[src/rtl/dmem_arbiter_pkg.sv]
// Shared types and constants for the data-memory arbiter.
package dmem_arbiter_pkg;
  localparam int DMEM_ADDR_W = 8;
  localparam int DMEM_DATA_W = 16;

  localparam logic REQ_CPU = 1'b0;
  localparam logic REQ_DBG = 1'b1;

  typedef enum logic [1:0] {IDLE, ACCESS, RESP} state_e;
endpackage

[src/rtl/dmem_arbiter_rr_arbiter2.sv]
// Two-way round-robin grant: on a tie the requester not granted last time wins.
module rr_arbiter2
  import dmem_arbiter_pkg::*;
(
  input  logic [1:0] req,
  input  logic       last_grant,
  output logic       gnt
);
  always_comb begin
    case (req)
      2'b10:   gnt = REQ_DBG;
      2'b11:   gnt = ~last_grant;
      default: gnt = REQ_CPU;
    endcase
  end
endmodule

[src/rtl/dmem_arbiter.sv]
// Serialises CPU and debug accesses to the 256x16 data memory: grant, one
// access cycle, one response cycle; all memory pins and responses registered.
module dmem_arbiter
  import dmem_arbiter_pkg::*;
#(
  parameter int ADDR_W = DMEM_ADDR_W,
  parameter int DATA_W = DMEM_DATA_W
) (
  input  logic              clk,
  input  logic              rst,
  input  logic              m0_req,
  input  logic              m0_we,
  input  logic [ADDR_W-1:0] m0_addr,
  input  logic [DATA_W-1:0] m0_wdata,
  output logic              m0_ack,
  output logic [DATA_W-1:0] m0_rdata,
  input  logic              m1_req,
  input  logic              m1_we,
  input  logic [ADDR_W-1:0] m1_addr,
  input  logic [DATA_W-1:0] m1_wdata,
  output logic              m1_ack,
  output logic [DATA_W-1:0] m1_rdata,
  output logic              mem_write,
  output logic [ADDR_W-1:0] mem_addr,
  output logic [DATA_W-1:0] mem_wdata,
  input  logic [DATA_W-1:0] mem_rdata
);
  state_e              state_q, state_d;
  logic                gnt_q, gnt_d, last_q, last_d, arb_gnt;
  logic                mem_write_q, mem_write_d;
  logic [ADDR_W-1:0]   mem_addr_q, mem_addr_d;
  logic [DATA_W-1:0]   mem_wdata_q, mem_wdata_d;
  logic                ack0_q, ack0_d, ack1_q, ack1_d;
  logic [DATA_W-1:0]   rdata0_q, rdata0_d, rdata1_q, rdata1_d;

  rr_arbiter2 u_arb (
    .req        ({m1_req, m0_req}),
    .last_grant (last_q),
    .gnt        (arb_gnt)
  );

  always_comb begin
    state_d     = state_q;
    gnt_d       = gnt_q;
    last_d      = last_q;
    mem_write_d = 1'b0;
    mem_addr_d  = mem_addr_q;
    mem_wdata_d = mem_wdata_q;
    ack0_d      = 1'b0;
    ack1_d      = 1'b0;
    rdata0_d    = rdata0_q;
    rdata1_d    = rdata1_q;
    case (state_q)
      IDLE: begin
        // Request fields are captured only here; later changes are ignored.
        if (m0_req || m1_req) begin
          gnt_d       = arb_gnt;
          mem_addr_d  = arb_gnt ? m1_addr  : m0_addr;
          mem_wdata_d = arb_gnt ? m1_wdata : m0_wdata;
          mem_write_d = arb_gnt ? m1_we    : m0_we;
          state_d     = ACCESS;
        end
      end
      ACCESS: begin
        if (!mem_write_q) begin
          if (gnt_q) rdata1_d = mem_rdata;
          else       rdata0_d = mem_rdata;
        end
        state_d = RESP;
      end
      RESP: begin
        ack0_d  = (gnt_q == REQ_CPU);
        ack1_d  = (gnt_q == REQ_DBG);
        last_d  = gnt_q;
        state_d = IDLE;
      end
      default: state_d = IDLE;
    endcase
  end

  always_ff @(posedge clk) begin
    if (rst) begin
      state_q     <= IDLE;
      gnt_q       <= REQ_CPU;
      last_q      <= REQ_DBG;
      mem_write_q <= 1'b0;
      mem_addr_q  <= '0;
      mem_wdata_q <= '0;
      ack0_q      <= 1'b0;
      ack1_q      <= 1'b0;
      rdata0_q    <= '0;
      rdata1_q    <= '0;
    end else begin
      state_q     <= state_d;
      gnt_q       <= gnt_d;
      last_q      <= last_d;
      mem_write_q <= mem_write_d;
      mem_addr_q  <= mem_addr_d;
      mem_wdata_q <= mem_wdata_d;
      ack0_q      <= ack0_d;
      ack1_q      <= ack1_d;
      rdata0_q    <= rdata0_d;
      rdata1_q    <= rdata1_d;
    end
  end

  assign mem_write = mem_write_q;
  assign mem_addr  = mem_addr_q;
  assign mem_wdata = mem_wdata_q;
  assign m0_ack    = ack0_q;
  assign m1_ack    = ack1_q;
  assign m0_rdata  = rdata0_q;
  assign m1_rdata  = rdata1_q;
endmodule

[config.mk]
export PLATFORM = sky130hd
export DESIGN_NAME = dmem_arbiter
export DESIGN_NICKNAME = d
export VERILOG_FILES = /design/src/rtl/dmem_arbiter_pkg.sv /design/src/rtl/dmem_arbiter_rr_arbiter2.sv /design/src/rtl/dmem_arbiter.sv
export SDC_FILE = /design/constraint.sdc
export NUM_CORES = 1
export LEC_CHECK = 0
export ABC_AREA = 1
export ABC_CLOCK_PERIOD_IN_PS = 1100
export BUFFER_PORTS_ARGS = -buffer_cell sky130_fd_sc_hd__buf_2
export CAP_MARGIN = 20
export CORE_UTILIZATION = 47
export CTS_CLUSTER_SIZE = 8
export DETAILED_ROUTE_END_ITERATION = 12
export PLACE_DENSITY = 0.85
export SLEW_MARGIN = 40
export SYNTH_ARGS = -nofsm -noshare
export SYNTH_HDL_FRONTEND = slang
export SYNTH_SLANG_ARGS = --single-unit
[constraint.sdc]
create_clock -name clk -period 1.1 [get_ports clk]
set_input_delay 0.055 -clock clk [delete_from_list [all_inputs] [get_ports clk]]
set_output_delay 0.055 -clock clk [all_outputs]
set_load 0.005 [all_outputs]
**Yosys cells after proc, flatten, opt, wreduce, memory -nomap -nowiden**

Cells that the tools add are included.

- Order comparisons: 0
- Equal/unequal tests: 5
- Reduce and logical (&&, ||, !) cells: 7
- Multiplexer cells: 6
- Add/subtract/negate cells: 0
- Bitwise logic cells: 6
- $mul: 0
- Shift operators: 0
- Divide/modulo/power cells: 0

Operators with widths:

| kind | number |
|---|---|
| two-way mux 16 bit | 1 |
| two-way mux 8 bit | 1 |
| == test 2 bit (second input constant) | 3 |
| NOT 1 bit | 6 |
| AND reduction 3 bit | 2 |
| case mux 2 bit (2 select lines) | 1 |
| OR reduction 3 bit | 1 |
| == test 2 x 1 -> 1 bit (second input constant) | 1 |
| zero test 2 bit | 1 |
| two-way mux 2 bit | 1 |
| inequality test 2 bit (second input constant) | 1 |
| case mux 1 bit (2 select lines) | 1 |
| AND reduction 2 bit | 1 |
| OR reduction 2 bit | 1 |
| logical OR 1 bit | 1 |
| two-way mux 1 bit | 1 |

- Bits in latches: 0
- Memories: 0
- Bits in registers: 63
- Output and inout port bits: 59
- RAM bits: 0
- ROM bits: 0

**Longest topological paths before layout**

Gate-level depths: netlist (run 1).

- Depth in word-level cells: 3
- Mapped depth: 7
- Gate-level depth less buffers: 6

**Cells and area by module**

Synthesis (run 1) repeated with hierarchy kept, for this count alone.

- Cell total of the unflattened synthesis: 459
- Area total of the unflattened synthesis: 2900.3 sq um

By module, submodules not included:

| module | times used | area an instance (sq um) | cells each |
|---|---|---|---|
| dmem_arbiter | 1 | 2887.8 | 457 |
| rr_arbiter2 | 1 | 12.5 | 2 |

**Least setup slack after synthesis (run 1)**

Ideal clock, no wire load.

- Kind: flip-flop to flip-flop
- Start: register state_q[1]
- End: register rdata1_q[1] (netlist: m1_rdata[1])
- Slack: 0.068 ns
- Data required time: 0.987 ns
- Clock period less this slack: 1.032 ns
- Buffers on the path: 1
- Cell stages (with the launch flop): 8
- Arrival time: 0.919 ns
- Setup time: 0.113 ns
- Path through: dfxtp_1 inv_2 nand2_1 nor2_2 buf_2 nand2_1 nand2_1 nor2_1

- Cells in the longest elaborated chain, start to end: 2

Ends and longest elaborated chain:

| item | RTL line | source |
|---|---|---|
| start: declaration | dmem_arbiter.sv:28 | `state_e state_q, state_d;` |
| start signal: assignment | dmem_arbiter.sv:94 | `state_q <= state_d;` |
| == test 2 x 1 -> 1 bit | dmem_arbiter.sv:53 | `case (state_q)` |
| AND reduction 3 bit (no line) | - |  |
| end signal: assignment | dmem_arbiter.sv:103 | `rdata1_q <= rdata1_d;` |
| end: declaration | dmem_arbiter.sv:34 | `logic [DATA_W-1:0] rdata0_q, rdata0_d, rdata1_q, rdata1_d;` |

Every way passes these cells.
A chain may end at the register's enable or synchronous reset.

**Final worst setup path (run 1)**

- Start: register state_q[1]
- End: register mem_wdata_q[7] (netlist: mem_wdata[7])

- Cells in the longest elaborated chain, start to end: 2

Ends and longest elaborated chain:

| item | RTL line | source |
|---|---|---|
| zero test 2 bit | dmem_arbiter.sv:53 |  |
| AND reduction 2 bit (no line) | - |  |
| end signal: assignment | dmem_arbiter.sv:99 | `mem_wdata_q <= mem_wdata_d;` |
| end: declaration | dmem_arbiter.sv:32 | `logic [DATA_W-1:0] mem_wdata_q, mem_wdata_d;` |

Every way passes these cells.

==> qor.txt, run 1 <==
Clk slew on worst S/H paths: 70 ps
Die ar.: 6670 um^2
Tightest Pin Transition: 358 ps
Clock skew: 8.06 ps
Yosys top cell area share: 0.423
Vias: 3,299
All-Layer GR Usage: 0.234
Synth unique cells: 17
Syn Area/Cell: 6.47 um^2
Initial core utilization: 0.495
DRC violation count after routing: 0
Main flop type after synthesis: dfxtp_1
Largest net degree at the start of global routing: 36
Synth cell count leaders: 129 x nand2_1, 103 x nor2_1, 63 x dfxtp_1
Worst Path Required: 1340 ps
CP Max Fanout: 5
Top-level port count: 129
Port bufs: 128
H-tree Lvls: 3
Number of synthesized flops with an enable pin: 0
Layout cells sized above 1: 0.353
Initial DRC Count: 127
DRT antenna net count: 0
R2R setup slack: -70 ps
Status: finished, violations left
Pwr Density: 1550 nW/um^2
Die height: 81.7 um
Final setup viols: 20
DR WL/cell: 12.3 um
Buf/Inv on CP: 2
Crit path kind: reg2reg
Reg2Reg Depth: 7
Total power: 6640 uW
Layout Nets: 663
Max_slew headroom: 0.760
Mapped Nets: 531
Final Hold Fails: 0
CP delay by family, top: simple AND/OR/NAND/NOR gates
WL final: 8280 um
Crit path largest cell delay: 340 ps
Critical path origin: state_q[1]
Setup_tns: -521 ps
Fin util: 0.712
Final HPWL DP: 5350 um
Launching point of the worst reg2reg path: state_q[1]
Largest cells by area after synthesis: dfxtp_1 42%, nand2_1 16%, nor2_1 13%
Cell taking the most area after synthesis: dfxtp_1
Overflow after GRT: 0
Ys Warns: 0
Layout area overhead: 43.9%
Pins Over Slew Limit: 0
CTS root buffer: clkbuf_8
Cells after DPL: 648
Fmax: 854 MHz
CP endpoint kind: flip-flop
Final WS setup: -71.0 ps
Arrival @ worst endpoint: 1410 ps
Top-count cell post-synth: nand2_1
Rows: 28
Period utilisation layout: 1.06
Max Root-Sink Buffers: 2
LEAKAGE: 0.00226 uW
Post-Syn Instances: 461
Hold_ws: 24.5 ps
RSZ-0062 raised after global routing: true
Mapped Area: 2980 um^2
RR Endpoint: mem_wdata[7]
Crit path to: mem_wdata[7]
CTS buffer count: 9
# diodes: 0
Vias in the first global route: 2,917
Gp weighted congestion: 0.772
Share of synthesized registers carrying an async set or reset: 0
Max stage delay cell, worst path: dfxtp_2
Initial antenna violation count: 0
Register area share after synthesis: 0.423
TritonCTS clock tree: built
Pre-antenna DRT Iters: 4
Fin cells: 673
Total core area: 6030 um^2
Crit start category: flip-flop
FF+latch count, synth: 63
Tmin final: 1170 ps
# Max-Cap Violations: 0
CP Depth: 7
Worst-skew pair later-pin latency: 350 ps
CTS sink count: 63
Worst vdd ir: 0.000986 V
Hold Path Class: in2reg
DIE WIDTH: 81.7 um
Cells along the critical path: inv_2 -> nand2_2 -> nor2_4 -> buf_6 -> nand2_1 -> nor2_1 -> nor2_1
First-pass GRT wire length: 11,800 um
Violated checks: setup timing
Post-DR vias/cell: 4.90
Top cell by count, worst path: nor2_1
-- logic make-up (layout without fill, tap and decap cells) --
family                 Yosys count  after routing  synth area share
buffers and inverters           77            214             0.111
flip-flops                      63             63             0.423
AO/OA/AOI/OAI                   43             43            0.0936
AND/OR/NAND/NOR                278            278             0.373
-- power breakdown --
group	leakage (uW)	total [uW]	internal, uW	switching (uW)
Clock	0.000124	2530	1580	952
Combinational	0.00161	1510	694	819
Sequential	0.000519	2590	2490	105
-- what timing repair did --
action,in CTS,in global routing
pin swaps,4,25
resized for setup,11,51
setup endpoints to repair,4,58
hold buffers,4,0
buffers inserted,1,0
hold endpoints to repair,2,0
cloned,2,2
-- worst min path at each step --
| stage | cells after the start | slack [ps] | end | start |
|---|---|---|---|---|
| 6_report | 5 | 20 | m1_rdata[9] | mem_rdata[9] |
| 5_1_grt | 5 | 30 | m1_rdata[2] | mem_rdata[2] |
| 4_1_cts | 5 | 10 | m1_rdata[9] | mem_rdata[9] |
| 3_5_place_dp | 2 | 260 | state_q[1] | rst |
| 3_3_place_gp | 2 | 260 | state_q[1] | rst |
| 2_1_floorplan | 1 | 130 | state_q[1] | rst |
-- sequential cells by signal, summed over array words and instances, names as in the netlist --
name	flops
last_q	1
mem_addr	8
m1_rdata	16
m0_ack	1
mem_wdata	16
m1_ack	1
state_q	2
mem_write	1
gnt_q	1
m0_rdata	16
-- worst register-to-register path, cell delays in order, from the launching register on --
cell	delay (ps)
dfxtp_2	340
inv_2	70
nand2_2	60
nor2_4	200
buf_6	180
nand2_1	60
nor2_1	120
nor2_1	60
-- metal layers --
| layer | vias up | GRT usage | routed length [um] |
|---|---|---|---|
| li1 | 1670 | - | - |
| met1 | 1485 | 0.232 | 3250 |
| met2 | 122 | 0.425 | 4240 |
| met3 | 22 | 0.0756 | 572 |
| met4 | 0 | 0.135 | 211 |
| met5 | - | 0 | 0 |
-- metrics by stage --
stage | worst slack [ps] | area [um^2]
3_5_place_dp | 5.44 | 3760
5_1_grt | -113 | 4290
2_1_floorplan | 68.5 | 2980
6_report | -71.0 | 4290
4_1_cts | -8.35 | 4090
3_3_place_gp | 54.1 | 3760
-- layout by cell type, fill, tap and decap left out --
| master | instances |
|---|---|
| nand2_2 | 11 |
| buf_2 | 128 |
| inv_6 | 2 |
| inv_1 | 43 |
| clkinvlp_4 | 1 |
| and2_4 | 1 |
| o21ai_2 | 1 |
| clkbuf_8 | 10 |
| buf_12 | 7 |
| nor2_4 | 5 |
| clkbuf_16 | 2 |
| a21oi_1 | 17 |
| a21oi_2 | 1 |
| nand2_4 | 6 |
| nand2_1 | 112 |
| dlygate4sd3_1 | 4 |
| nand3_1 | 42 |
| nor2_2 | 15 |
| dfxtp_1 | 59 |
| buf_6 | 5 |
| a21boi_2 | 1 |
| a21boi_0 | 12 |
| buf_4 | 5 |
| inv_4 | 1 |
| clkinv_1 | 1 |
| dfxtp_2 | 4 |
| bufinv_16 | 3 |
| a21boi_1 | 11 |
| inv_2 | 2 |
| nor2_1 | 86 |
-- layout make-up --
class                   instances  area [um^2]
well taps                      75         93.8
multi-input cells             321         1540
fillers                       459         1730
clock inverters                 6          115
inverters                      47          179
clock buffers                  10          138
repair buffers                151          965
flip-flops and latches         63         1270
No activity file was read; power rests on OpenSTA's default activity.
==> run 2: changes to the inputs <==
--- a/config.mk
+++ b/config.mk
@@ -9,11 +9,11 @@
 export ABC_CLOCK_PERIOD_IN_PS = 1100
 export BUFFER_PORTS_ARGS = -buffer_cell sky130_fd_sc_hd__buf_2
 export CAP_MARGIN = 20
-export CORE_UTILIZATION = 47
+export CORE_UTILIZATION = 23
 export CTS_CLUSTER_SIZE = 8
 export DETAILED_ROUTE_END_ITERATION = 12
-export PLACE_DENSITY = 0.85
-export SLEW_MARGIN = 40
+export PLACE_DENSITY = 0.51
+export SLEW_MARGIN = 20
 export SYNTH_ARGS = -nofsm -noshare
 export SYNTH_HDL_FRONTEND = slang
 export SYNTH_SLANG_ARGS = --single-unit
==> run 2 against run 1 <==
- cell area rose by 9.2%
- non-clock buffer count grew 6
- sequential share of layout area decreased by 2.4 points
- largest power group is now the clock network
- via count fell by 2.1%
- clock power grew 12%
- hold slack better by 28 ps
- utilization down 34 points
- routed wire length grew 16%
- power is 7.2% higher
- the run still ends with setup timing left
==> qor.txt, run 2 (synthesized netlist as in run 1, its figures left out) <==
R2R setup slack: -70 ps
Initial DRC Count: 154
DRT antenna net count: 0
Reg2Reg Depth: 6
Final WS setup: -67.8 ps
Post-DR vias/cell: 4.17
Cells along the critical path: buf_6 -> nor2_4 -> clkbuf_16 -> nand3_1 -> nand2_1 -> nor2_1
Top-level port count: 129
Pins Over Slew Limit: 0
CP Max Fanout: 16
Layout cells sized above 1: 0.386
CTS buffer count: 9
Fillers: 1,376
Max Root-Sink Buffers: 2
DIE WIDTH: 116 um
Pwr Density: 1520 nW/um^2
Hold_ws: 52.3 ps
Met1 Usage GRT: 0.162
Met2 Use GR: 0.203
Clk slew on worst S/H paths: 50 ps
Place WS: -36.6 ps
H-tree Lvls: 3
Clock power frac: 0.400
Largest net degree at the start of global routing: 51
# Max-Cap Violations: 0
Vias in the first global route: 2,784
Rows: 41
Overflow after GRT: 0
RSZ-0062 raised after global routing: true
Arrival @ worst endpoint: 1390 ps
Worst-skew pair later-pin latency: 340 ps
Multi-input logic area: 1620 um^2
Int Pwr: 5090 uW
Worst Path Required: 1330 ps
Gp weighted congestion: 0.777
Final setup viols: 38
Initial core utilization: 0.236
All-Layer GR Usage: 0.132
CTS root buffer: clkbuf_16
Pre-antenna DRT Iters: 4
Most common cell after layout, fill and taps aside: buf_2
Tmin final: 1170 ps
# diodes: 0
Fin cells: 775
Hold Path Class: in2reg
Switching Fraction: 0.285
CP endpoint kind: flip-flop
Port bufs: 128
Period utilisation layout: 1.06
Net Switching: 2030 uW
Max stage delay cell, worst path: dfxtp_2
Hold depth: 5
Crit path kind: reg2reg
Global route hottest layer: met2
DR WL/cell: 12.3 um
First-pass GRT wire length: 13,400 um
Clock skew: 4.81 ps
Most frequent cells in the layout: 128 x buf_2, 92 x nand2_1, 91 x nor2_1, 59 x dfxtp_1, 43 x inv_1
Final Hold Fails: 0
Cells after DPL: 742
TritonCTS clock tree: built
Final HPWL DP: 6080 um
Layout Nets: 669
Violated checks: setup timing
Buf/Inv on CP: 2
Total core area: 12,600 um^2
Logic pwr share: 0.234
DRC violation count after routing: 0
Seq pwr share: 0.366
LEAKAGE: 0.00242 uW
Worst vdd ir: 0.000538 V
Status: finished, violations left
CP Depth: 6
Die height: 116 um
CP delay by family, top: simple AND/OR/NAND/NOR gates
FF+latch area: 1270 um^2
Crit start category: flip-flop
Tightest Pin Transition: 345 ps
Crit path largest cell delay: 340 ps
Fmax: 856 MHz
Vias: 3,230
Met3 usage: 0.0439
Initial antenna violation count: 0
Layout area overhead: 57.2%
CTS sink count: 63
WL final: 9560 um
Max_slew headroom: 0.769
Die ar.: 13,400 um^2
## run 2: metrics by stage
stage          cell area, um^2  setup TNS (ps)  power, uW   util
6_report                  4690            -905       7120  0.371
5_1_grt                   4690           -4300       7530  0.371
4_1_cts                   4320            -193       6920  0.342
3_5_place_dp              3870           -81.2       3950  0.307
3_3_place_gp              3870               0       3940  0.307
2_1_floorplan             2980               0       3400      -
## run 2: cell type report
type                       count  share of cell area
inverter                      47              0.0382
clock inverter                 5              0.0123
multi-input combinational    321               0.345
tap                          172              0.0459
timing repair buffer         157               0.237
sequential                    63               0.271
clock buffer                  10              0.0510
## run 2: tightest hold or removal path: stages
cell,delay [ps]
buf_2,70
inv_1,60
nand2_2,60
nand2_1,40
nor2_1,70
## run 2: path summary, 6_finish.rpt
check | startpoint | endpoint
worst max-delay path | mem_write | m0_rdata[4]
worst max register to register | mem_write | m0_rdata[4]
worst min-delay path | mem_rdata[0] | m1_rdata[0]
worst min register to register | m0_rdata[7] | m0_rdata[7]
## run 2: power by group through the flow
stage | clock (uW) | combinational [uW] | sequential (uW)
after CTS | 2950 | 1370 | 2600
after global placement | 0 | 1300 | 2640
after global routing | 3050 | 1850 | 2630
after floorplan | 0 | 746 | 2650
after detailed placement | 0 | 1310 | 2650
final | 2840 | 1670 | 2610
## run 2: layer usage
layer	vias up	part of all wire
met5	-	0
met4	0	0.025
met3	14	0.084
met2	123	0.44
met1	1412	0.46
li1	1681	-
## run 2: what timing repair did
item	in CTS	in global routing
setup endpoints to repair	16	58
resized for setup	14	76
hold endpoints to repair	2	0
pin swaps	0	19
hold buffers	3	0
setup buffers	5	2
gates cloned	2	8
